<file path="config.mk">
export PLATFORM = sky130hd
export DESIGN_NAME = uart_mailbox_bridge
export DESIGN_NICKNAME = d
export VERILOG_FILES = /design/src/rtl/uart_mailbox_bridge.sv
export SDC_FILE = /design/constraint.sdc
export NUM_CORES = 1
export LEC_CHECK = 0
export CAP_MARGIN = 5
export CORE_UTILIZATION = 51
export DETAILED_ROUTE_END_ITERATION = 8
export PLACE_DENSITY = 0.81
export SLEW_MARGIN = 10
export SYNTH_ARGS = -nofsm -noshare
export SYNTH_HDL_FRONTEND = slang
export SYNTH_SLANG_ARGS = --single-unit
export TNS_END_PERCENT = 20
</file>
<file path="constraint.sdc">
create_clock -name clk -period 2.8 [get_ports clk]
set_clock_uncertainty 0.15 [all_clocks]
set_input_delay 0.42 -clock clk [delete_from_list [all_inputs] [get_ports clk]]
set_output_delay 0.42 -clock clk [all_outputs]
set_load 0.02 [all_outputs]
</file>
<file path="src/rtl/uart_mailbox_bridge.sv">
// Serial side of the RAM UART mailbox: 8N1 RX into mailbox word 2, TX from mailbox word 3.
// Both directions use a bit-8 toggle handshake, so software never has to clear a flag after reading.
module uart_mailbox_bridge #(
   parameter int unsigned BIT_WIDTH = 32,
   parameter int unsigned BAUD_DIV  = 434
) (
   input  logic                 clk,
   input  logic                 reset,
   input  logic                 rx_in,
   output logic                 tx_out,
   input  logic [BIT_WIDTH-1:0] READ_UART,
   output logic [BIT_WIDTH-1:0] WRITE_UART,
   output logic                 W_UART,
   output logic                 tx_busy,
   output logic                 rx_frame_err
);

   localparam int unsigned   CW        = $clog2(BAUD_DIV);
   localparam logic [CW-1:0] BAUD_LAST = CW'(BAUD_DIV - 1);
   localparam logic [CW-1:0] HALF_LAST = CW'(BAUD_DIV / 2 - 1);

   typedef enum logic [2:0] {RX_IDLE, RX_START, RX_DATA, RX_STOP, RX_BREAK} rx_state_t;
   typedef enum logic [1:0] {TX_IDLE, TX_START, TX_DATA, TX_STOP} tx_state_t;

   logic                 r_rx_meta, r_rx_s;
   rx_state_t            r_rx_state;
   logic [CW-1:0]        r_rx_cnt;
   logic [2:0]           r_rx_bit;
   logic [7:0]           r_rx_shift;
   logic                 r_rx_tog;
   logic [BIT_WIDTH-1:0] r_write;
   logic                 r_w;
   logic                 r_frame_err;

   tx_state_t            r_tx_state;
   logic [CW-1:0]        r_tx_cnt;
   logic [2:0]           r_tx_bit;
   logic [7:0]           r_tx_shift;
   logic                 r_tx_ack;
   logic                 r_tx_busy;
   logic                 r_tx_out;

   // Mailbox bits above the request toggle carry nothing for the transmitter.
   logic w_unused_read;
   assign w_unused_read = ^READ_UART[BIT_WIDTH-1:8];

   assign tx_out       = r_tx_out;
   assign WRITE_UART   = r_write;
   assign W_UART       = r_w;
   assign tx_busy      = r_tx_busy;
   assign rx_frame_err = r_frame_err;

   // Resets to the idle line level so reset release cannot fake a start bit.
   always_ff @(posedge clk or posedge reset) begin
      if (reset) begin
         r_rx_meta <= 1'b1;
         r_rx_s    <= 1'b1;
      end else begin
         r_rx_meta <= rx_in;
         r_rx_s    <= r_rx_meta;
      end
   end

   always_ff @(posedge clk or posedge reset) begin
      if (reset) begin
         r_rx_state  <= RX_IDLE;
         r_rx_cnt    <= '0;
         r_rx_bit    <= '0;
         r_rx_shift  <= '0;
         r_rx_tog    <= 1'b0;
         r_write     <= '0;
         r_w         <= 1'b0;
         r_frame_err <= 1'b0;
      end else begin
         r_w         <= 1'b0;
         r_frame_err <= 1'b0;
         case (r_rx_state)
            RX_IDLE: begin
               r_rx_cnt <= '0;
               if (!r_rx_s) r_rx_state <= RX_START;
            end
            // Half-bit wait re-checks the start bit and centres later samples.
            RX_START: begin
               if (r_rx_cnt == HALF_LAST) begin
                  r_rx_cnt   <= '0;
                  r_rx_bit   <= '0;
                  r_rx_state <= r_rx_s ? RX_IDLE : RX_DATA;
               end else begin
                  r_rx_cnt <= r_rx_cnt + CW'(1);
               end
            end
            RX_DATA: begin
               if (r_rx_cnt == BAUD_LAST) begin
                  r_rx_cnt   <= '0;
                  r_rx_shift <= {r_rx_s, r_rx_shift[7:1]};
                  r_rx_bit   <= r_rx_bit + 3'd1;
                  if (r_rx_bit == 3'd7) r_rx_state <= RX_STOP;
               end else begin
                  r_rx_cnt <= r_rx_cnt + CW'(1);
               end
            end
            RX_STOP: begin
               if (r_rx_cnt == BAUD_LAST) begin
                  r_rx_cnt <= '0;
                  if (r_rx_s) begin
                     r_rx_tog   <= ~r_rx_tog;
                     r_write    <= BIT_WIDTH'({~r_rx_tog, r_rx_shift});
                     r_w        <= 1'b1;
                     r_rx_state <= RX_IDLE;
                  end else begin
                     r_frame_err <= 1'b1;
                     r_rx_state  <= RX_BREAK;
                  end
               end else begin
                  r_rx_cnt <= r_rx_cnt + CW'(1);
               end
            end
            RX_BREAK: begin
               if (r_rx_s) r_rx_state <= RX_IDLE;
            end
            default: r_rx_state <= RX_IDLE;
         endcase
      end
   end

   // A frame starts only when the posted toggle differs from the last one acknowledged.
   always_ff @(posedge clk or posedge reset) begin
      if (reset) begin
         r_tx_state <= TX_IDLE;
         r_tx_cnt   <= '0;
         r_tx_bit   <= '0;
         r_tx_shift <= '0;
         r_tx_ack   <= 1'b0;
         r_tx_busy  <= 1'b0;
         r_tx_out   <= 1'b1;
      end else begin
         case (r_tx_state)
            TX_IDLE: begin
               r_tx_cnt <= '0;
               r_tx_bit <= '0;
               if (READ_UART[8] != r_tx_ack) begin
                  r_tx_shift <= READ_UART[7:0];
                  r_tx_ack   <= READ_UART[8];
                  r_tx_busy  <= 1'b1;
                  r_tx_out   <= 1'b0;
                  r_tx_state <= TX_START;
               end
            end
            TX_START: begin
               if (r_tx_cnt == BAUD_LAST) begin
                  r_tx_cnt   <= '0;
                  r_tx_out   <= r_tx_shift[0];
                  r_tx_shift <= {1'b0, r_tx_shift[7:1]};
                  r_tx_state <= TX_DATA;
               end else begin
                  r_tx_cnt <= r_tx_cnt + CW'(1);
               end
            end
            TX_DATA: begin
               if (r_tx_cnt == BAUD_LAST) begin
                  r_tx_cnt <= '0;
                  r_tx_bit <= r_tx_bit + 3'd1;
                  if (r_tx_bit == 3'd7) begin
                     r_tx_out   <= 1'b1;
                     r_tx_state <= TX_STOP;
                  end else begin
                     r_tx_out   <= r_tx_shift[0];
                     r_tx_shift <= {1'b0, r_tx_shift[7:1]};
                  end
               end else begin
                  r_tx_cnt <= r_tx_cnt + CW'(1);
               end
            end
            TX_STOP: begin
               if (r_tx_cnt == BAUD_LAST) begin
                  r_tx_cnt   <= '0;
                  r_tx_busy  <= 1'b0;
                  r_tx_state <= TX_IDLE;
               end else begin
                  r_tx_cnt <= r_tx_cnt + CW'(1);
               end
            end
            default: r_tx_state <= TX_IDLE;
         endcase
      end
   end

endmodule

</file>
### Yosys cells after proc, flatten, opt, wreduce, memory -nomap -nowiden

Index checks and enable logic that the tools add are counted.

| cells by class | value |
|---|---|
| add/sub/neg operators | 4 |
| equal/unequal tests | 25 |
| mux-type cells | 44 |
| bitwise operators | 1 |
| reductions and logical operators | 19 |

Operator list:

| cell | count |
|---|---|
| 2-to-1 mux 8 bit | 4 |
| 2-to-1 mux 3 bit | 10 |
| 2-to-1 mux 9 bit | 3 |
| one-hot mux 9 bit (3 select lines) | 1 |
| != test 2 bit, second input constant | 12 |
| one-hot mux 8 bit (3 select lines) | 1 |
| adder 9 x 1 -> 9 bit, second input constant | 2 |
| == test 9 bit, second input constant | 2 |
| one-hot mux 9 bit (2 select lines) | 1 |
| one-hot mux 3 bit (5 select lines) | 1 |
| 2-to-1 mux 1 bit | 12 |
| 2-to-1 mux 2 bit | 6 |
| one-hot mux 3 bit (2 select lines) | 2 |
| AND reduction 5 bit | 2 |
| == test 3 bit, second input constant | 3 |
| == test 9 x 8 -> 1 bit, second input constant | 1 |
| AND reduction 3 bit | 3 |
| one-hot mux 2 bit (4 select lines) | 1 |
| adder 3 x 1 -> 3 bit, second input constant | 2 |
| == test 3 x 2 -> 1 bit, second input constant | 2 |
| AND reduction 2 bit | 3 |
| AND reduction 6 bit | 1 |
| nonzero test 2 bit | 3 |
| nonzero test 3 bit | 2 |
| 12 further kinds | 13 |

| word-level totals | value |
|---|---|
| register bits after elaboration | 62 |
| input port bits | 35 |

### Longest topological paths before layout

Gate-level depths: netlist (run 1).

| logic depth | value |
|---|---|
| word-level depth | 4 |
| mapped depth | 6 |

### Worst setup path before layout (run 1)

OpenSTA, ideal clock, no wires.

| timing path | value |
|---|---|
| kind | register -> register |
| from | register r_tx_state[0] |
| to | register r_tx_shift[0] |
| library setup time | 0.125 ns |
| data arrival time | 1.757 ns |
| data required time | 2.525 ns |
| path slack | 0.768 ns |
| cell stages (with the launch flop) | 7 |
| buffers on the path | 1 |
| cell sequence | dfrtp_1 -> inv_1 -> ha_1 -> clkbuf_1 -> or3_1 -> o2111ai_4 -> mux2_2 |

| between the ends | value |
|---|---|
| longest elaborated chain between the ends | 3 |

RTL lines:

| what | line | RTL |
|---|---|---|
| from (decl) | 35 | `tx_state_t r_tx_state;` |
| from (signal assigned) | 129 | `r_tx_state <= TX_IDLE;` |
| from (signal assigned) | 146 | `r_tx_state <= TX_START;` |
| from (signal assigned) | 154 | `r_tx_state <= TX_DATA;` |
| == test 2 bit, or another cell as far along | 137 | `case (r_tx_state)` |
| != test 2 bit (no source line) / nonzero test 3 bit (equally long branches) | -- |  |
| AND reduction 5 bit (no source line) | -- |  |
| to (signal assigned) | 142 | `r_tx_shift <= READ_UART[7:0];` |
| to (signal assigned) | 153 | `r_tx_shift <= {1'b0, r_tx_shift[7:1]};` |
| to (signal assigned) | 168 | `r_tx_shift <= {1'b0, r_tx_shift[7:1]};` |
| to (decl) | 38 | `logic [7:0] r_tx_shift;` |

Parallel ways exist; a longest one is shown, timed or not.
A chain may end at the register's enable or synchronous reset.

### Worst setup path after layout (run 1)

| timing path | value |
|---|---|
| from | register r_tx_state[0] |
| to | register r_tx_shift[3] |

Same word-level chain as after synthesis.

==> results of run 1 <==
==> flip-flops by register name, summed over array words and instances, names as in the netlist, 2 cells and up <==
name and cells:
r_rx_state 3, r_tx_cnt 9, r_tx_bit 3, r_rx_shift 8
r_tx_shift 8, WRITE_UART 8, r_tx_state 2, r_rx_bit 3
r_rx_cnt 9
==> worst min-delay path by stage <==
stage | from | endpoint | cells after the start
after floorplan | r_rx_meta | r_rx_s | 0
after global placement | r_rx_meta | r_rx_s | 0
after detailed placement | r_rx_meta | r_rx_s | 0
after CTS | r_rx_meta | r_rx_s | 0
after global routing | r_rx_meta | r_rx_s | 0
final | r_rx_meta | r_rx_s | 0
==> synthesized netlist by cell type (all sizes together) (2+ instances only) <==
cell type,n
o2bb2ai,4
mux2i,3
a211oi,2
xor2,3
or3,4
nor2,19
and4bb,2
clkbuf,3
buf,30
dfstp,3
nand2,16
nor3,10
inv,12
nand4,3
a22oi,2
ha,14
a21oi,7
dfrtp,58
and4,2
mux2,34
xnor2,9
o21ai,9
nand3,8
and3,3
a21o,2
nand3b,2
nor4,3
==> stage by stage <==
stage / setup slack (ns) / power, mW / hold WS [ns]
floorplan: 0.7219 / 1.774 / 0.1952
global placement: 0.7289 / 1.867 / 0.1966
detailed placement: 0.6772 / 1.903 / 0.1968
CTS: 0.6469 / 2.798 / 0.2072
global route: 0.4842 / 2.916 / 0.2106
finish: 0.6519 / 2.768 / 0.2073
==> power by group through the flow <==
stage / clock, mW / combinational, mW / sequential, mW
floorplan: 0 / 0.698 / 1.08
global placement: 0 / 0.781 / 1.09
detailed placement: 0 / 0.809 / 1.09
CTS: 0.896 / 0.821 / 1.08
global route: 0.928 / 0.892 / 1.10
finish: 0.868 / 0.819 / 1.08
==> worst max-delay path, delay by kind of cell (launching register included) <==
| kind | cells | cell delay (ns) |
|---|---|---|
| and+or+nand+nor | 1 | 0.47 |
| muxes | 1 | 0.38 |
| adders and majority gates | 1 | 0.33 |
| AOI/OAI and AO/OA | 1 | 0.19 |
| buffers and inverters | 1 | 0.10 |
| DFF | 1 | 0.41 |
==> cells by family after synthesis <==
family | count (synthesis) | share of synthesized area [%]
flip-flops | 61 | 47.61
AND/OR/NAND/NOR | 80 | 13.97
multiplexers | 37 | 12.85
XOR/XNOR | 12 | 3.270
buffers and inverters | 45 | 8.797
AO/OA/AOI/OAI | 35 | 7.941
other | 1 | 0.1167
adder cells (fa/ha/maj) | 14 | 5.450
==> area by class of cell <==
type | instances | share of cell area, %
Sequential cell | 61 | 41.98
Multi-Input combinational cell | 201 | 40.71
Timing Repair Buffer | 26 | 7.346
Clock buffer | 9 | 3.399
Clock inverter | 7 | 2.746
Tap cell | 75 | 2.575
Inverter | 12 | 1.236
==> layer usage <==
layer,vias to the layer above,part of all wire (%),global-route usage (%)
li1,1010,-,-
met1,1042,43,22.46
met2,57,51,29.50
met3,11,5.6,8.202
met4,0,1.2,8.036
met5,-,0,0
==> metrics.txt, run 1 <==
CP peak stage delay 0.47 ns; Net Sw Frac 30.65%; Yosys reg bits 61; PortBufs 24; slew at the pin closest to its max-slew limit 0.5593 ns; setup repair after global routing missed its margin false; DR vias/cell 5.422; Placed Cells 375; largest net degree at the start of global routing 37; Non-Filler Instances 391; WP data required 2.88 ns; # resized after CTS 0; dominant synthesized flop cell dfrtp_1; CTS clk-pin slew, worst paths 0.07 ns; placed wire-length estimate 3677 microns; Placer Congestion 0.8253; r2r endpoint r_tx_shift[3]; vias in the first global route 2069; first-pass GRT wire length 9259 microns; Multi-input gate area 0.001484 sq mm; WL/cell 14.11 microns; CP Data Arrival Time 2.22 ns; crit path time final 2.148 ns; fin crit share 76.72%; Max Root-Sink Buffers 2; antenna violations before repair 0; crit path to r_tx_shift[3]; Top Ports 71; Reg2Reg Depth 5; die area 0.006624 sq mm; Yosys top cell area share 45.15%; Max Cap Viol 0; CTS root buf clkbuf_8; worst vdd rail ir drop 0.5673 mV; post-synthesis sequential area ratio 47.61%; CP Cell Sequence inv_1, ha_1, or3_1, o2111ai_4, mux2_2; worst reg2reg path startpoint r_tx_state[0]; slowest library cell on the worst path or3_1; asr flop ratio synth 100.0%; Area contributors post-synth dfrtp_1 (45%), mux2_2 (12%), buf_4 (5.6%), ha_1 (5.4%), dfstp_2 (2.5%); FF-to-FF setup slack 0.65 ns; starting density of the core 53.65%; CP Launch Point r_tx_state[0]; Sequential Power Share 39.1%; Slew headroom 62.66%; dominant cell type by area after synthesis dfrtp_1; CTS Hold Buffers Added 0; nets 360; Net Switching 0.8482 mW; most frequent cells in the layout dfrtp_1 (58), mux2_2 (34), clkdlybuf4s50_1 (24), conb_1 (23), nor2_1 (19); Std-Cell Rows 28; TNS Setup 0 ns; ANT nets after route 0; Core Util, Final 60.84%; Slew Limit Fails 0; total number of vias 2120; endpoints failing setup 0; CTS tree built; cell-internal power 1.919 mW; global route overflow 0; setup bufs post-CTS 0; PwrDens 759.4 mW/mm^2; Synth Area per Inst 11.28 sq um; Post-Layout Inst Area 0.003645 sq mm; Max H-tree Level 3; layout cell share with drive strength beyond 1 20.57%; antenna diode count 0; placed cell areas 0.003421 sq mm; die height 81.39 microns; EDFF count, synth 0; clock network fraction of design power 31.3%; Worst setup EP type flip-flop; Fillers 451; Synth Warn # 0; HP Class flip-flop to flip-flop; Reg area 0.001530 sq mm; DR iter-0 viols 94; Tot GR Track Use 18.84%; CP startpoint kind flip-flop; most common cell after layout, fill and taps aside dfrtp_1; final wirelength 5516 microns; CP Max Fanout 10; status finished clean; Pre-antenna DRT Iters 4; Sink Count 61; core area 0.005991 sq mm; final hold vios 0; Pleak 1.616 nW; post-synth cell types 53; Num CTS Buffers 9; Worst-Skew Late Latency 0.34 ns; fmax 0.4655 GHz; die width 81.39 microns; drt drc 0; critical path class flip-flop to flip-flop; combinational share of power 29.6%; P&R area growth vs syn 13.39%; Synth Cell Area 0.003214 sq mm; Syn Inst Count 285
Power figures use the tool's default switching activity.
==> run 2: changes to the inputs <==
CORE_UTILIZATION = 46   (was 51)
PLACE_DENSITY = 0.77   (was 0.81)
clock period = 1.8 ns   (was 2.8 ns; I/O delays follow)
==> run 2 against run 1 <==
Effect of this change: the run now ends with DRC, setup timing left; routed wire length is 15% higher; global-route usage is 0.84 points lower; clock power increased by 43%; sequential power rose by 56%; count of clock-buffer cells in the layout rose by 3; total power grew 73%; sequential share of layout area decreased by 5.5 points; non-clock buffer count up 49.
==> metrics.txt, run 2 (synthesis results as in run 1) <==
Top delay family on crit path flip-flops; Sequential Power Share 35.0%; DR iter-0 viols 72; CP startpoint kind flip-flop; die area 0.007326 sq mm; final hold vios 0; setup repair after global routing missed its margin true; Setup WS pre-CTS -0.1835 ns; HP Class input pin to async pin; slowest library cell on the worst path dfrtp_1; die height 85.59 microns; worst vdd rail ir drop 0.6186 mV; nets 410; Top Ports 71; status complete, but fails checks; WP buf/inv 2; placed wire-length estimate 4087 microns; clock network fraction of design power 25.8%; Net Sw Frac 30.23%; PortBufs 24; worst reg2reg path startpoint r_tx_state[1]; Worst-Skew Late Latency 0.34 ns; Slew Limit Fails 0; CP Launch Point r_tx_state[1]; Fillers 506; Tot GR Track Use 18.00%; CP peak stage delay 0.41 ns; die width 85.59 microns; Max Cap Viol 0; antenna diode count 0; final wirelength 6345 microns; CTS root buf clkbuf_8; vias in the first global route 2302; endpoints failing setup 13; Max H-tree Level 3; most frequent cells in the layout dfrtp_1 (57), buf_4 (46), conb_1 (23), clkdlybuf4s50_1 (23), mux2_2 (21); Hold Slack 0.03339 ns; CTS clk-pin slew, worst paths 0.07 ns; fmax 0.5031 GHz; CTS Hold Buffers Added 0; starting density of the core 47.57%; CTS tree built; P&R area growth vs syn 30.52%; Pre-antenna DRT Iters 6; Top Registers r_rx_cnt: 9 flops, r_tx_cnt: 9 flops; antenna violations before repair 0; ANT nets after route 0; Placer Congestion 0.8239; Num CTS Buffers 9; total number of vias 2324; WP data required 1.88 ns; CP Data Arrival Time 2.06 ns; layout cell share with drive strength beyond 1 36.07%; Max Root-Sink Buffers 2; most common cell after layout, fill and taps aside dfrtp_1; first-pass GRT wire length 10400 microns; crit path time final 1.988 ns; combinational share of power 39.2%; CP Cell Sequence buf_6, buf_4, ha_1, nor3_1, o221a_2, mux2_2; global route overflow 0; drt drc 1; Std-Cell Rows 30; Core Util, Final 62.09%; core area 0.006756 sq mm; Worst setup EP type flip-flop; DR vias/cell 5.211; Net Switching 1.449 mW; PwrDens 1142 mW/mm^2; failing checks DRC, setup timing; TNS Setup -0.8854 ns; critical path class flip-flop to flip-flop; CP Max Fanout 2; Pleak 1.926 nW; largest net degree at the start of global routing 57; final setup margin -0.1877 ns; cell-internal power 3.344 mW; Sink Count 61; WL/cell 14.23 microns; fin crit share 110.4%
run 2: changes by cell type in the layout (fill, tap and decap cells not counted), moves of 2 or more:
cell,previous run,this run
buf_4,1,46
mux2_2,34,21
mux2_4,0,13
ha_1,14,8
ha_4,0,4
inv_1,11,7
buf_12,1,3
buf_6,0,2
clkbuf_8,9,11
clkinv_2,0,2
clkinv_4,2,0
ha_2,0,2
inv_2,1,3
run 2: final cells by class:
cell class	count	area, sq um	area share (%)
multi-input combinational	202	1643	39.16
clock inverter	4	47.55	1.133
timing repair buffer	75	666.9	15.90
sequential	61	1531	36.50
clock buffer	12	155.1	3.698
inverter	12	51.30	1.223
tap	80	100.1	2.386
run 2: timing repair:
item,in CTS,in global routing
resized for setup,15,17
setup endpoints to repair,41,42
buffers inserted,8,1
pin swaps,12,3
hold endpoints to repair,0,0
gates cloned,0,1
run 2: layer usage:
metal  GRT usage [%]  vias to the layer above  routed length, microns
met3           4.331                       14                     163
met5               0                        -                       0
met1           23.35                     1152                    2920
met4           7.424                        0                     113
li1                -                     1112                       -
met2           29.09                       46                    3148
run 2: stage by stage:
stage	std cells	power, mW	area [sq um]
finish	446	4.793	4195
floorplan	307	2.960	3348
detailed placement	420	3.279	3781
global route	446	5.058	4195
CTS	444	4.718	4119
global placement	420	3.213	3781
run 2: worst reg2reg max path, delay by kind of cell (launching register included):
family,cells,cell delay [ns]
multiplexers,1,0.33
AND/OR/NAND/NOR,1,0.27
adder cells (fa/ha/maj),1,0.20
flip-flops,1,0.41
buffers and inverters,2,0.26
AO/OA/AOI/OAI,1,0.26
run 2: power by group through the flow:
| stage | Combinational, mW | Sequential (mW) | Clock, mW |
|---|---|---|---|
| global route | 2.03 | 1.69 | 1.34 |
| finish | 1.88 | 1.68 | 1.24 |
| detailed placement | 1.60 | 1.68 | 0 |
| global placement | 1.54 | 1.67 | 0 |
| CTS | 1.81 | 1.65 | 1.26 |
| floorplan | 1.28 | 1.68 | 0 |
run 2: path summary, 6_finish.rpt:
kind	endpoint	slack (ns)	cells past startpoint
setup / recovery	r_tx_state[1]	-0.19	6
hold / removal	r_rx_tog	0.03	2
setup reg to reg	r_tx_state[1]	-0.19	6
hold reg to reg	r_rx_s	0.21	0
max in group asynchronous	r_rx_s	0.91	3
min in group clk	r_rx_meta	0.19	1
==> run 3: changes to the inputs <==
ABC_AREA = 1   (was default)
PLACE_DENSITY = 0.76   (was 0.77)
==> run 3 against run 2 <==
Effect of this change: the run now ends clean; critical path depth shrank 5; global-route usage up 0.19 points; setup slack improved by 0.25 ns; non-clock buffer count decreased by 41; sequential share of layout area rose by 2.9 points; total power fell by 5.6%; fmax grew 14%; core utilization decreased by 5.3 points.
==> metrics.txt, run 3 <==
Placer Congestion 0.8802; FF-to-FF setup slack 0.10 ns; Setup WS pre-CTS -0.006923 ns; die height 86.24 microns; Core Util, Final 56.81%; Std-Cell Rows 30; ANT nets after route 0; DR vias/cell 4.820; Top Registers r_rx_cnt: 9 flops, r_tx_cnt: 9 flops; die width 86.24 microns; Synth top cells by count nand2_1 (100), dfrtp_1 (58), inv_1 (43), buf_4 (25), o21ai_0 (25); global route overflow 0; WP buf/inv 1; Post-Layout Inst Area 0.003881 sq mm; total number of vias 2497; fin crit share 96.52%; Pleak 1.924 nW; nets 467; PwrDens 1165 mW/mm^2; CTS root buf clkbuf_8; final hold vios 0; most common cell after layout, fill and taps aside nand2_1; CP Cell Sequence clkdlybuf4s50_1; Multi-input gate area 0.001504 sq mm; starting density of the core 47.78%; CP Max Fanout 2; Max H-tree Level 3; Syn Inst Count 379; slowest library cell on the worst path clkdlybuf4s50_1; Reg area 0.001530 sq mm; WP data required 1.38 ns; critical path class flip-flop to output pin; most frequent cells in the layout nand2_1 (95), dfrtp_1 (58), inv_1 (40); Yosys reg bits 61; Slew Limit Fails 0; first-pass GRT wire length 10570 microns; Synth Warn # 0; Hold Slack 0.1092 ns; status finished clean; CP peak stage delay 0.61 ns; Num CTS Buffers 9; Area contributors post-synth dfrtp_1 (44%), nand2_1 (11%), buf_4 (5.7%), ha_1 (5.4%), inv_1 (4.9%); Max Root-Sink Buffers 2; Synth Cell Area 0.003264 sq mm; largest net degree at the start of global routing 36; die area 0.007437 sq mm; DR iter-0 viols 132; post-synthesis sequential area ratio 46.88%; placed cell areas 0.003615 sq mm; combinational share of power 37.1%; drt drc 0; fmax 0.5756 GHz; CTS clk-pin slew, worst paths 0.07 ns; CTS tree built; Max Cap Viol 0; final setup margin 0.06267 ns; CP startpoint kind flip-flop; dominant cell type by area after synthesis dfrtp_1; Sequential Power Share 37.4%; Yosys top cell area share 44.46%; Top delay family on crit path buffers and inverters; CP Data Arrival Time 1.32 ns; P&R area growth vs syn 18.90%; worst vdd rail ir drop 0.7256 mV; TNS Setup 0 ns; EDFF count, synth 0; core area 0.006832 sq mm; placed wire-length estimate 4177 microns; final wirelength 6120 microns; post-synth cell types 32; asr flop ratio synth 100.0%; cell-internal power 2.878 mW; Worst setup EP type output pin; PortBufs 24; HP Class input pin to async pin; Top Ports 71; Net Sw Frac 36.36%; Sink Count 61; Fillers 592; clock network fraction of design power 25.5%; antenna diode count 0; Net Switching 1.644 mW; vias in the first global route 2419; WL/cell 11.81 microns; layout cell share with drive strength beyond 1 16.35%; Tot GR Track Use 18.20%; CTS Hold Buffers Added 0; Worst-Skew Late Latency 0.34 ns; most numerous cell in the Yosys netlist nand2_1; dominant synthesized flop cell dfrtp_1; crit path time final 1.737 ns; Pre-antenna DRT Iters 4; Synth Area per Inst 8.613 sq um; antenna violations before repair 0; endpoints failing setup 0
## run 3: layer usage
layer | share of wire, % | up-vias | global-route usage [%]
met5 | 0 | - | 0
met4 | 0.87 | 0 | 7.727
met3 | 4.6 | 4 | 5.048
met2 | 48 | 60 | 29.29
met1 | 46 | 1191 | 23.13
li1 | - | 1242 | -
## run 3: timing repair
action,4_1_cts,5_1_grt
hold endpoints to repair,0,0
setup buffers,0,1
endpoints found under the setup margin,9,33
pin swaps,0,2
cloned,0,1
resized for setup,3,19
## run 3: worst paths after layout
kind,start,to,cells after the start
max reg2reg,r_rx_cnt[1],r_rx_bit[0],9
max in group asynchronous,reset,r_tx_bit[2],3
min,reset,r_tx_ack,2
max,WRITE_UART[0],WRITE_UART[0],1
min reg2reg,r_rx_meta,r_rx_s,0
min in group clk,rx_in,r_rx_meta,1
## run 3: cell type report
class / count / area share (%)
sequential: 61 / 39.43
multi-input combinational: 266 / 38.75
timing repair buffer: 34 / 9.478
inverter: 46 / 4.610
clock buffer: 10 / 3.288
tap: 96 / 3.095
clock inverter: 5 / 1.354
## run 3: power by group through the flow
stage / sequential [mW] / combinational (mW) / clock (mW)
6_report: 1.69 / 1.68 / 1.15
5_1_grt: 1.72 / 1.90 / 1.24
4_1_cts: 1.69 / 1.57 / 1.18
3_5_place_dp: 1.71 / 1.55 / 0
3_3_place_gp: 1.70 / 1.51 / 0
2_1_floorplan: 1.71 / 1.20 / 0
## run 3: cell families (layout without fill, tap and decap cells)
| family | after synthesis | after routing | synth area share (%) |
|---|---|---|---|
| buf+inv | 75 | 95 | 11.92 |
| xor+xnor | 7 | 7 | 1.878 |
| flops | 61 | 61 | 46.88 |
| compound gates | 42 | 42 | 7.474 |
| fa+ha+maj | 14 | 14 | 5.366 |
| simple gates | 172 | 173 | 24.22 |
| mux | 7 | 7 | 2.147 |
| other cells | 1 | 23 | 0.1149 |
## run 3: stage by stage
step	std cells	power [mW]
floorplan	401	2.916
global placement	501	3.209
detailed placement	501	3.260
CTS	516	4.435
global route	518	4.857
finish	518	4.523
